$ cat src/rtl/mvau_weight_seq.sv
// mvau_weight_seq
//   Address sequencer for one MVAU weight memory bank (depth SF*NF, 1-cycle
//   registered read). Walks the bank with sf innermost, then nf, then output
//   pixel, and delivers a valid strobe plus fold-boundary flags that line up
//   with the memory's read data. The PE datapath can then accumulate and
//   flush without keeping its own counters.
//
// Ports
//   aclk       : clock, rising edge
//   areset     : asynchronous active-high reset
//   start      : one-cycle pulse that begins a frame (only honoured in IDLE)
//   in_v       : activation word for the current sf is available
//   stall      : downstream backpressure, blocks new issues only
//   wmem_addr  : registered weight memory address
//   w_v        : weight memory read data is valid this cycle
//   sf_last    : current beat is the last synapse fold (accumulator flush)
//   nf_last    : current beat is the last neuron fold
//   pix_last   : current beat belongs to the last output pixel
//   busy       : sequencer is not idle
//   done       : one-cycle pulse on the final beat of the frame
module mvau_weight_seq #(
  parameter int SF           = 2,
  parameter int NF           = 2,
  parameter int NUM_PIX      = 4,
  parameter int WMEM_DEPTH   = 4,
  parameter int WMEM_ADDR_BW = 4
) (
  input  logic                    aclk,
  input  logic                    areset,
  input  logic                    start,
  input  logic                    in_v,
  input  logic                    stall,
  output logic [WMEM_ADDR_BW-1:0] wmem_addr,
  output logic                    w_v,
  output logic                    sf_last,
  output logic                    nf_last,
  output logic                    pix_last,
  output logic                    busy,
  output logic                    done
);

  // Counter widths are kept at least one bit so a fold of 1 still elaborates.
  localparam int SF_W  = (SF > 1)      ? $clog2(SF)      : 1;
  localparam int NF_W  = (NF > 1)      ? $clog2(NF)      : 1;
  localparam int PIX_W = (NUM_PIX > 1) ? $clog2(NUM_PIX) : 1;

  // The address counter replaces nf*SF+sf, so the bank must be exactly
  // SF*NF deep and addressable with the given width.
  if (WMEM_DEPTH != SF * NF) begin : g_bad_depth
    $error("mvau_weight_seq: WMEM_DEPTH must equal SF*NF");
  end
  if (WMEM_ADDR_BW < $clog2(WMEM_DEPTH)) begin : g_bad_addr_bw
    $error("mvau_weight_seq: WMEM_ADDR_BW too narrow for WMEM_DEPTH");
  end

  typedef enum logic [1:0] {
    IDLE  = 2'd0,
    RUN   = 2'd1,
    DRAIN = 2'd2
  } state_t;

  state_t                  state;
  logic                    drain_cnt;
  logic [SF_W-1:0]         sf_cnt;
  logic [NF_W-1:0]         nf_cnt;
  logic [PIX_W-1:0]        pix_cnt;
  logic [WMEM_ADDR_BW-1:0] addr_cnt;

  // First pipe stage: travels with the registered address while the
  // memory performs its read.
  logic s1_v;
  logic s1_sf;
  logic s1_nf;
  logic s1_pix;

  logic issue;
  logic sf_at_end;
  logic nf_at_end;
  logic pix_at_end;
  logic final_beat;

  // stall has priority over in_v; only RUN may issue.
  assign issue      = (state == RUN) && in_v && !stall;
  assign sf_at_end  = (sf_cnt  == SF_W'(SF - 1));
  assign nf_at_end  = (nf_cnt  == NF_W'(NF - 1));
  assign pix_at_end = (pix_cnt == PIX_W'(NUM_PIX - 1));
  assign final_beat = sf_at_end && nf_at_end && pix_at_end;

  // Control FSM and issue counters. The address counter runs alongside the
  // fold counters and returns to 0 whenever the bank wraps (last sf of the
  // last nf), which is also why the counters are already clear when a
  // frame completes.
  always_ff @(posedge aclk or posedge areset) begin
    if (areset) begin
      state     <= IDLE;
      drain_cnt <= 1'b0;
      busy      <= 1'b0;
      sf_cnt    <= '0;
      nf_cnt    <= '0;
      pix_cnt   <= '0;
      addr_cnt  <= '0;
      wmem_addr <= '0;
    end else begin
      case (state)
        IDLE: begin
          if (start) begin
            state    <= RUN;
            busy     <= 1'b1;
            sf_cnt   <= '0;
            nf_cnt   <= '0;
            pix_cnt  <= '0;
            addr_cnt <= '0;
          end
        end
        RUN: begin
          if (issue) begin
            wmem_addr <= addr_cnt;
            addr_cnt  <= (sf_at_end && nf_at_end) ? '0
                                                   : addr_cnt + WMEM_ADDR_BW'(1);
            sf_cnt    <= sf_at_end ? '0 : sf_cnt + SF_W'(1);
            if (sf_at_end) begin
              nf_cnt <= nf_at_end ? '0 : nf_cnt + NF_W'(1);
              if (nf_at_end) begin
                pix_cnt <= pix_at_end ? '0 : pix_cnt + PIX_W'(1);
              end
            end
            if (final_beat) begin
              state     <= DRAIN;
              drain_cnt <= 1'b0;
            end
          end
        end
        DRAIN: begin
          // Two cycles let the last issued beat clear the memory pipe.
          if (drain_cnt) begin
            state <= IDLE;
            busy  <= 1'b0;
          end else begin
            drain_cnt <= 1'b1;
          end
        end
        default: begin
          state <= IDLE;
          busy  <= 1'b0;
        end
      endcase
    end
  end

  // Two-stage flag pipe matching the address register plus the memory's
  // registered read. Flags are gated by the valid bit so they are only ever
  // high together with w_v.
  always_ff @(posedge aclk or posedge areset) begin
    if (areset) begin
      s1_v     <= 1'b0;
      s1_sf    <= 1'b0;
      s1_nf    <= 1'b0;
      s1_pix   <= 1'b0;
      w_v      <= 1'b0;
      sf_last  <= 1'b0;
      nf_last  <= 1'b0;
      pix_last <= 1'b0;
      done     <= 1'b0;
    end else begin
      s1_v     <= issue;
      s1_sf    <= issue && sf_at_end;
      s1_nf    <= issue && nf_at_end;
      s1_pix   <= issue && pix_at_end;
      w_v      <= s1_v;
      sf_last  <= s1_sf;
      nf_last  <= s1_nf;
      pix_last <= s1_pix;
      done     <= s1_v && s1_sf && s1_nf && s1_pix;
    end
  end

endmodule

$ cat config.mk
export PLATFORM = sky130hd
export DESIGN_NAME = mvau_weight_seq
export DESIGN_NICKNAME = d
export VERILOG_FILES = /design/src/rtl/mvau_weight_seq.sv
export SDC_FILE = /design/constraint.sdc
export NUM_CORES = 1
export LEC_CHECK = 0
export ABC_AREA = 0
export BUFFER_PORTS_ARGS = -buffer_cell sky130_fd_sc_hd__buf_4
export CORE_UTILIZATION = 62
export CTS_BUF_LIST = sky130_fd_sc_hd__clkbuf_4
export CTS_CLUSTER_SIZE = 10
export DETAILED_ROUTE_END_ITERATION = 8
export PLACE_DENSITY = 0.86
export SETUP_SLACK_MARGIN = 0.05
export SLEW_MARGIN = 20
export SYNTH_ARGS = -nofsm -noshare
export SYNTH_HDL_FRONTEND = slang
export SYNTH_SLANG_ARGS = --single-unit
$ cat constraint.sdc
create_clock -name aclk -period 4.5 [get_ports aclk]
set_clock_uncertainty 0.05 [all_clocks]
set_input_delay 1.35 -clock aclk [delete_from_list [all_inputs] [get_ports aclk]]
set_output_delay 1.35 -clock aclk [all_outputs]
set_load 0.1 [all_outputs]
After elaboration in Yosys (flattened, before gate mapping)
Cells that the tools add are included.
{"block": "totals", "register_bits": 25, "in_bits": 5, "output_inout_bits": 10, "elab_cells": 81}
{"block": "op_classes", "add_sub_neg": 4, "eq_ne": 9, "mux": 29, "bitwise_logic": 1, "reduce_logical": 21}
{"cell": "$mux 2", "n": 9}
{"cell": "$mux 4", "n": 3}
{"cell": "$ne 2x2->1 const B", "n": 6}
{"cell": "$logic_and 1x1->1", "n": 10}
{"cell": "$mux 1", "n": 10}
{"cell": "$reduce_and 3->1", "n": 3}
{"cell": "$pmux 4 s2", "n": 1}
{"cell": "$reduce_and 4->1", "n": 2}
{"cell": "$pmux 1 s2", "n": 3}
{"cell": "$pmux 2 s3", "n": 1}
{"cell": "$reduce_and 5->1", "n": 1}
{"cell": "$add 4x1->4 const B", "n": 1}
{"cell": "$eq 2x2->1 const B", "n": 2}
{"cell": "$pmux 2 s2", "n": 1}
{"cell": "$reduce_bool 2->1", "n": 2}
{"cell": "$pmux 1 s3", "n": 1}
{"cell": "$add 1x1->1 const B", "n": 2}
{"cell": "$add 2x1->2 const B", "n": 1}
{"cell": "$eq 2x1->1 const B", "n": 1}
{"cell": "$logic_not 2->1", "n": 1}
{"cell": "$reduce_and 2->1", "n": 1}
{"cell": "$logic_not 1->1", "n": 1}
{"cell": "$not 1->1", "n": 1}

Logic depth before layout (Yosys ltp)
Gate-level depths: netlist of run 1.
{"block": "depth", "ltp_word": 6, "mapped_depth": 6, "depth_no_buf": 4}

Worst setup path before layout of run 1
OpenSTA, ideal clock, no wires.
{"block": "synth_timing", "path_kind": "register to output", "start": "register busy", "end": "output port busy", "arrival_ns": 0.912, "required_time_ns": 3.100, "slack_ns": 2.188, "path_stages_with_launch": 1, "n_path_buf": 0, "cell_sequence": "dfrtp_1"}
{"element": "from (decl)", "line": "38", "text": "output logic busy,"}
{"element": "from (signal assigned)", "line": "97", "text": "busy <= 1'b0;"}
{"element": "from (signal assigned)", "line": "108", "text": "busy <= 1'b1;"}
{"element": "from (signal assigned)", "line": "137", "text": "busy <= 1'b0;"}
No word-level cell between the ends.

Final worst setup path of run 1
{"block": "layout_timing", "start": "register busy", "end": "output port busy"}
No word-level cell between the ends.

==> impl_metrics.csv, run 1 <==
group,metric,value,unit
power,cellLeakagePower,0.5876,nW
sta,grt_setup_unrepaired,"no",
setup_path,rrSetupSlack,2.90,ns
sta,finalSetupTns,0,ns
floorplan,die_y,42.93,µm
synthesis,syn-cell-area,1038,µm²
final_layout,diodes,0,
run_status,status,"finished clean",
clocking,cts.htree.levels,1,
synthesis,syn-num-nets,88,
route,drt_iter0_markers,51,
floorplan,die_x,42.93,µm
setup_path,timing.critical_path.buf_inv,1,
place,gp_congestion,0.7641,
global_routing,antenna_found_initial,0,
synthesis,ys_types,29,
global_routing,grt_pass1_vias,573,
global_routing,grt_pass1_wl,2587,µm
route,drt-vias-per-instance,6.283,
synthesis,synth.avg_cell_area,12.82,µm²
setup_path,cp_top_family,"flip-flops",
setup_path,worstPathMaxFanout,3,
place,io_buffers,14,
sta,setup_viol,0,
power,power_per_cell_area,754.6,nW/µm²
synthesis,ys_ff_latch,25,
clocking,clkSlewWorstSetupHoldPaths,0.12,ns
place,place_area,1139,µm²
floorplan,core-area,1541,µm²
sta,hold_viol_final,0,
setup_path,timing.rr.end,"wmem_addr[1]",
setup_path,worstSetupStartpointType,"flop",
final_layout,fin_nets,105,
clocking,insertion_delay,0.31,ns
hold_path,hold_path_class,"flop to flop",
final_layout,syn_to_final_growth,12.53,%
sta,slew_headroom,39.81,%
final_layout,finalInstanceArea,1169,µm²
setup_path,critical_path_class,"flop to primary output",
clocking,cts_root_buf,"clkbuf_4",
synthesis,syn_inst,81,
global_routing,grtUsageTotal,19.20,%
setup_path,r2r_start,"state[1]",
route,vias,710,
power,ir_drop,0.4562,mV
setup_path,path_cells,"buf_4",
setup_path,critPathCaptureType,"primary output",
sta,fmaxAchievable,418.5,MHz
route,ant_nets,0,
route,drtPass1Iterations,4,
clocking,cts_resized,0,
final_layout,layout-drive-gt1-share,28.87,%
clocking,cts_made_buffers,3,
sta,slew_viol_final,0,
floorplan,initial_core_util,67.37,%
setup_path,cp_num_cells,1,
route,drc_errors,0,
global_routing,grt_max_degree,26,
synthesis,yosysSeqAreaShare,60.24,%
sta,period_minus_slack,2.389,ns
floorplan,num_io_pins,15,
setup_path,arrival,0.99,ns
place,dp_hpwl,1073,µm
clocking,cts_setup_buffers,0,
clocking,cts_tree,"built",
setup_path,endpoint,"busy",
route,wl_per_cell,13.94,µm
floorplan,die_area,1843,µm²
setup_path,r2r_cells,3,
flow_run,maxCapViolations,0,
clocking,cts_sinks,25,
global_routing,gr-total-overflow,0,
setup_path,cp_slowest_cell,"dfrtp_1",
clocking,cts.path.max_buffers,2,
sta,finalCritPeriodShare,53.10,%
route,postRouteWirelength,1575,µm
setup_path,worstPathRequired,3.10,ns
sta,worst_pin_slew,0.9019,ns
synthesis,yosysWarnings,0,
setup_path,critPathMaxStageDelay,0.38,ns
setup_path,startpoint,"busy",
floorplan,num_rows,14,
clocking,ctsHoldBuffers,0,
[cells by family (layout without fill, tap and decap cells)]
family / Yosys count / in the layout / share of synthesized area (%)
buffers and inverters: 10 / 26 / 6.266
multiplexers: 7 / 7 / 7.469
AO/OA/AOI/OAI: 15 / 15 / 9.881
AND/OR/NAND/NOR: 22 / 22 / 13.74
adder cells (fa/ha/maj): 2 / 2 / 2.409
flip-flops: 25 / 25 / 60.24
[worst min-delay path by stage]
stage          startpoint  endpoint  cells after the start
6_report             s1_v       w_v                      0
5_1_grt              s1_v       w_v                      0
4_1_cts              s1_v       w_v                      0
3_5_place_dp         s1_v       w_v                      0
3_3_place_gp         s1_v       w_v                      0
2_1_floorplan       s1_sf   sf_last                      0
[metrics by stage]
step           util, %  hold slack, ns  power [W]  setup WS [ns]  std cells
4_1_cts          75.81          0.3403  0.0008822          2.100        113
5_1_grt          75.81          0.3444  0.0009244          2.074        113
6_report         75.81          0.3366  0.0008818          2.111        113
3_5_place_dp     73.86          0.3124  0.0007810          1.993        109
3_3_place_gp     73.86          0.2993  0.0007697          2.010        109
2_1_floorplan        -          0.2966  0.0006991          2.188         81
[layout by cell type, fill, tap and decap left out, drive strengths merged]
cell     n
nand4b   1
nor2     3
nor2b    1
inv      7
a22o     1
mux2     6
ha       2
nand2    3
clkbuf   4
o21ai    2
o211ai   1
and4     1
mux2i    1
nor4bb   1
and3     2
nand3    4
a31oi    6
o32ai    1
a311oi   1
nand3b   3
and2     2
buf     15
a21o     1
dfrtp   25
a21oi    2
nand2b   1
[cell usage after synthesis]
cell      instances  share of area (%)
a311oi_1          1               0.84
nand2_1           3                1.1
a21o_1            1               0.72
nand3_4           1                1.7
mux2i_1           1               0.96
o32ai_1           1               0.84
a21oi_1           1               0.48
o21ai_0           2               0.96
nand2b_1          1               0.60
and2_1            2                1.2
nand4b_1          1               0.84
nor2b_1           1               0.60
and3_1            2                1.2
ha_1              2                2.4
inv_1             7                2.5
buf_12            1                1.9
a21oi_2           1               0.84
buf_4             1               0.72
o211ai_1          1               0.72
and4_1            1               0.84
nor4bb_1          1               0.96
a31oi_1           6                3.6
nor2_1            3                1.1
nand3_1           3                1.4
nand3b_1          3                2.2
a22o_1            1               0.84
buf_6             1                1.1
dfrtp_1          25                 60
mux2_2            6                6.5
[layer usage]
layer  vias to the layer above  wire (µm)  global-route usage [%]
met4                         0         34                   11.25
met2                        23        730                   26.06
met5                         -          0                       0
met3                         5         83                   2.553
li1                        326          -                       -
met1                       356        727                   29.36
[final cells by class]
class / count / area [µm²]
tap: 16 / 20.02
clock buffer: 4 / 30.03
timing repair buffer: 15 / 112.6
fill: 98 / 372.9
sequential: 25 / 625.6
inverter: 7 / 26.28
multi-input combinational: 46 / 354.1
[state kept, by name, summed over array words and instances, names as in the netlist]
register,cells
addr_cnt,4
busy,1
done,1
drain_cnt,1
nf_at_end,1
nf_last,1
pix_cnt,2
pix_last,1
s1_nf,1
s1_pix,1
s1_sf,1
s1_v,1
sf_at_end,1
sf_last,1
state,2
w_v,1
wmem_addr,4
[power breakdown]
| group | switching, W | leakage (nW) | internal (W) |
|---|---|---|---|
| clock network | 0.0000616 | 0.0184 | 0.0000407 |
| registers | 0.0000553 | 0.313 | 0.000297 |
| logic | 0.000301 | 0.256 | 0.000126 |
No activity file was read; power rests on OpenSTA's default activity.
==> run 2, diff against run 1 <==
- CORE_UTILIZATION: 62 -> 57
- PLACE_DENSITY: 0.86 -> 0.8
- clock period: 4.5 -> 2.41 ns (I/O delays scaled with it)
==> run 2 against run 1 <==
  * Clock power rose by 84%
  * Sequential share of layout area fell by 1.2 points
  * Largest power group unchanged
  * Via count fell by 4.6%
  * Design area rose by 2.2%
==> impl_metrics.csv, run 2 (synthesis gave the netlist of run 1 again) <==
group,metric,value,unit
floorplan,core-area,1708,µm²
final_layout,finalInstanceArea,1195,µm²
sta,period_minus_slack,1.768,ns
setup_path,critPathMaxStageDelay,0.39,ns
clocking,cts_root_buf,"clkbuf_4",
final_layout,final_cell_mix,"25 x dfrtp_1, 17 x buf_4, 7 x inv_1, 6 x mux2_2, 6 x a31oi_1",
route,drtPass1Iterations,4,
clocking,cts_tree,"built",
setup_path,startpoint,"busy",
final_layout,layout-drive-gt1-share,30.30,%
setup_path,worstPathMaxFanout,3,
sta,slew_headroom,75.09,%
final_layout,layout.cells.most_common,"dfrtp_1",
place,place_area,1165,µm²
clocking,cts.path.max_buffers,2,
global_routing,grt_use_met3,4.082,%
sta,setup_viol,0,
setup_path,critPathCaptureType,"primary output",
clocking,cts_made_buffers,3,
sta,hold_viol_final,0,
route,vias,677,
place,dp_hpwl,1286,µm
route,wl_per_cell,14.60,µm
floorplan,die_area,1997,µm²
flow_run,maxCapViolations,0,
clocking,ctsHoldBuffers,0,
global_routing,met1_usage,31.23,%
setup_path,worstPathRequired,1.64,ns
final_layout,largest_registers,"addr_cnt: 4 flops, wmem_addr: 4 flops",
setup_path,arrival,1.00,ns
sta,fin_ws,0.6416,ns
run_status,status,"finished clean",
setup_path,r2r_start,"state[1]",
clocking,cts.htree.levels,1,
floorplan,num_io_pins,15,
hold_path,hp-start,"s1_pix",
sta,slew_viol_final,0,
hold_path,holdPathEnd,"pix_last",
setup_path,timing.rr.end,"wmem_addr[2]",
place,gp_congestion,0.8243,
global_routing,grt_pass1_wl,3146,µm
setup_path,r2r_cells,3,
power,power_per_cell_area,1392,nW/µm²
setup_path,timing.critical_path.buf_inv,1,
sta,fmaxAchievable,565.5,MHz
sta,finalSetupTns,0,ns
final_layout,fin_nets,107,
global_routing,use_met2,36.47,%
global_routing,grt_max_degree,26,
route,ant_nets,0,
floorplan,die_y,44.69,µm
setup_path,worstSetupStartpointType,"flop",
power,cellLeakagePower,0.5975,nW
final_layout,final-seq-area,625.6,µm²
global_routing,gr-total-overflow,0,
place,io_buffers,14,
global_routing,antenna_found_initial,0,
power,finalPower,0.001664,W
floorplan,num_rows,15,
hold_path,hold-path-cell-count,0,
floorplan,initial_core_util,60.81,%
setup_path,cp_top_family,"flip-flops",
global_routing,grt.busiest_layer,"met2",
setup_path,path_cells,"buf_4",
setup_path,critical_path_class,"flop to primary output",
global_routing,grt_pass1_vias,668,
setup_path,cp_slowest_cell,"dfrtp_1",
final_layout,diodes,0,
place,place_ws,0.5114,ns
global_routing,grtUsageTotal,22.35,%
sta,worst_pin_slew,0.3729,ns
sta,grt_setup_unrepaired,"no",
clocking,clkSlewWorstSetupHoldPaths,0.12,ns
route,drt_iter0_markers,24,
final_layout,n_fill_cell,145,
hold_path,hold_path_class,"flop to flop",
route,postRouteWirelength,1810,µm
clocking,cts_resized,0,
route,drt-vias-per-instance,5.460,
clocking,cts_sinks,25,
final_layout,syn_to_final_growth,15.06,%
final_layout,multi_input_area,354.1,µm²
clocking,cts_setup_buffers,0,
final_layout,final_core_util,69.96,%
floorplan,die_x,44.69,µm
setup_path,rrSetupSlack,0.80,ns
route,drc_errors,0,
sta,finalCritPeriodShare,73.38,%
power,ir_drop,0.6817,mV
clocking,insertion_delay,0.30,ns
## run 2: final cells by class
cell class / count / share of cell area [%]
sequential: 25 / 52.36
multi-input combinational: 46 / 29.63
timing repair buffer: 17 / 10.68
tap: 25 / 2.618
clock buffer: 4 / 2.513
inverter: 7 / 2.199
## run 2: worst max-delay path by stage
stage | endpoint | slack, ns | cells past startpoint
2_1_floorplan | busy | 0.72 | 0
3_3_place_gp | wmem_addr[0] | 0.55 | 4
3_5_place_dp | wmem_addr[2] | 0.51 | 4
4_1_cts | busy | 0.64 | 1
5_1_grt | busy | 0.58 | 1
6_report | busy | 0.64 | 1
## run 2: metrics by stage
stage               std cells  hold WS (ns)
finish                    124        0.3287
global route              124        0.3400
CTS                       124        0.3358
detailed placement        120        0.3029
global placement          120        0.2999
floorplan                  81        0.2966
## run 2: layer usage
layer / up-vias / share of wire [%]
met5: - / 0
met3: 2 / 4.0
met4: 0 / 0.83
met1: 334 / 43
li1: 323 / -
met2: 18 / 52
## run 2: power breakdown
part           leakage (nW)  switching [W]  internal, W
logic                 0.266       0.000564     0.000241
registers             0.313       0.000116     0.000555
clock network        0.0184       0.000112    0.0000757
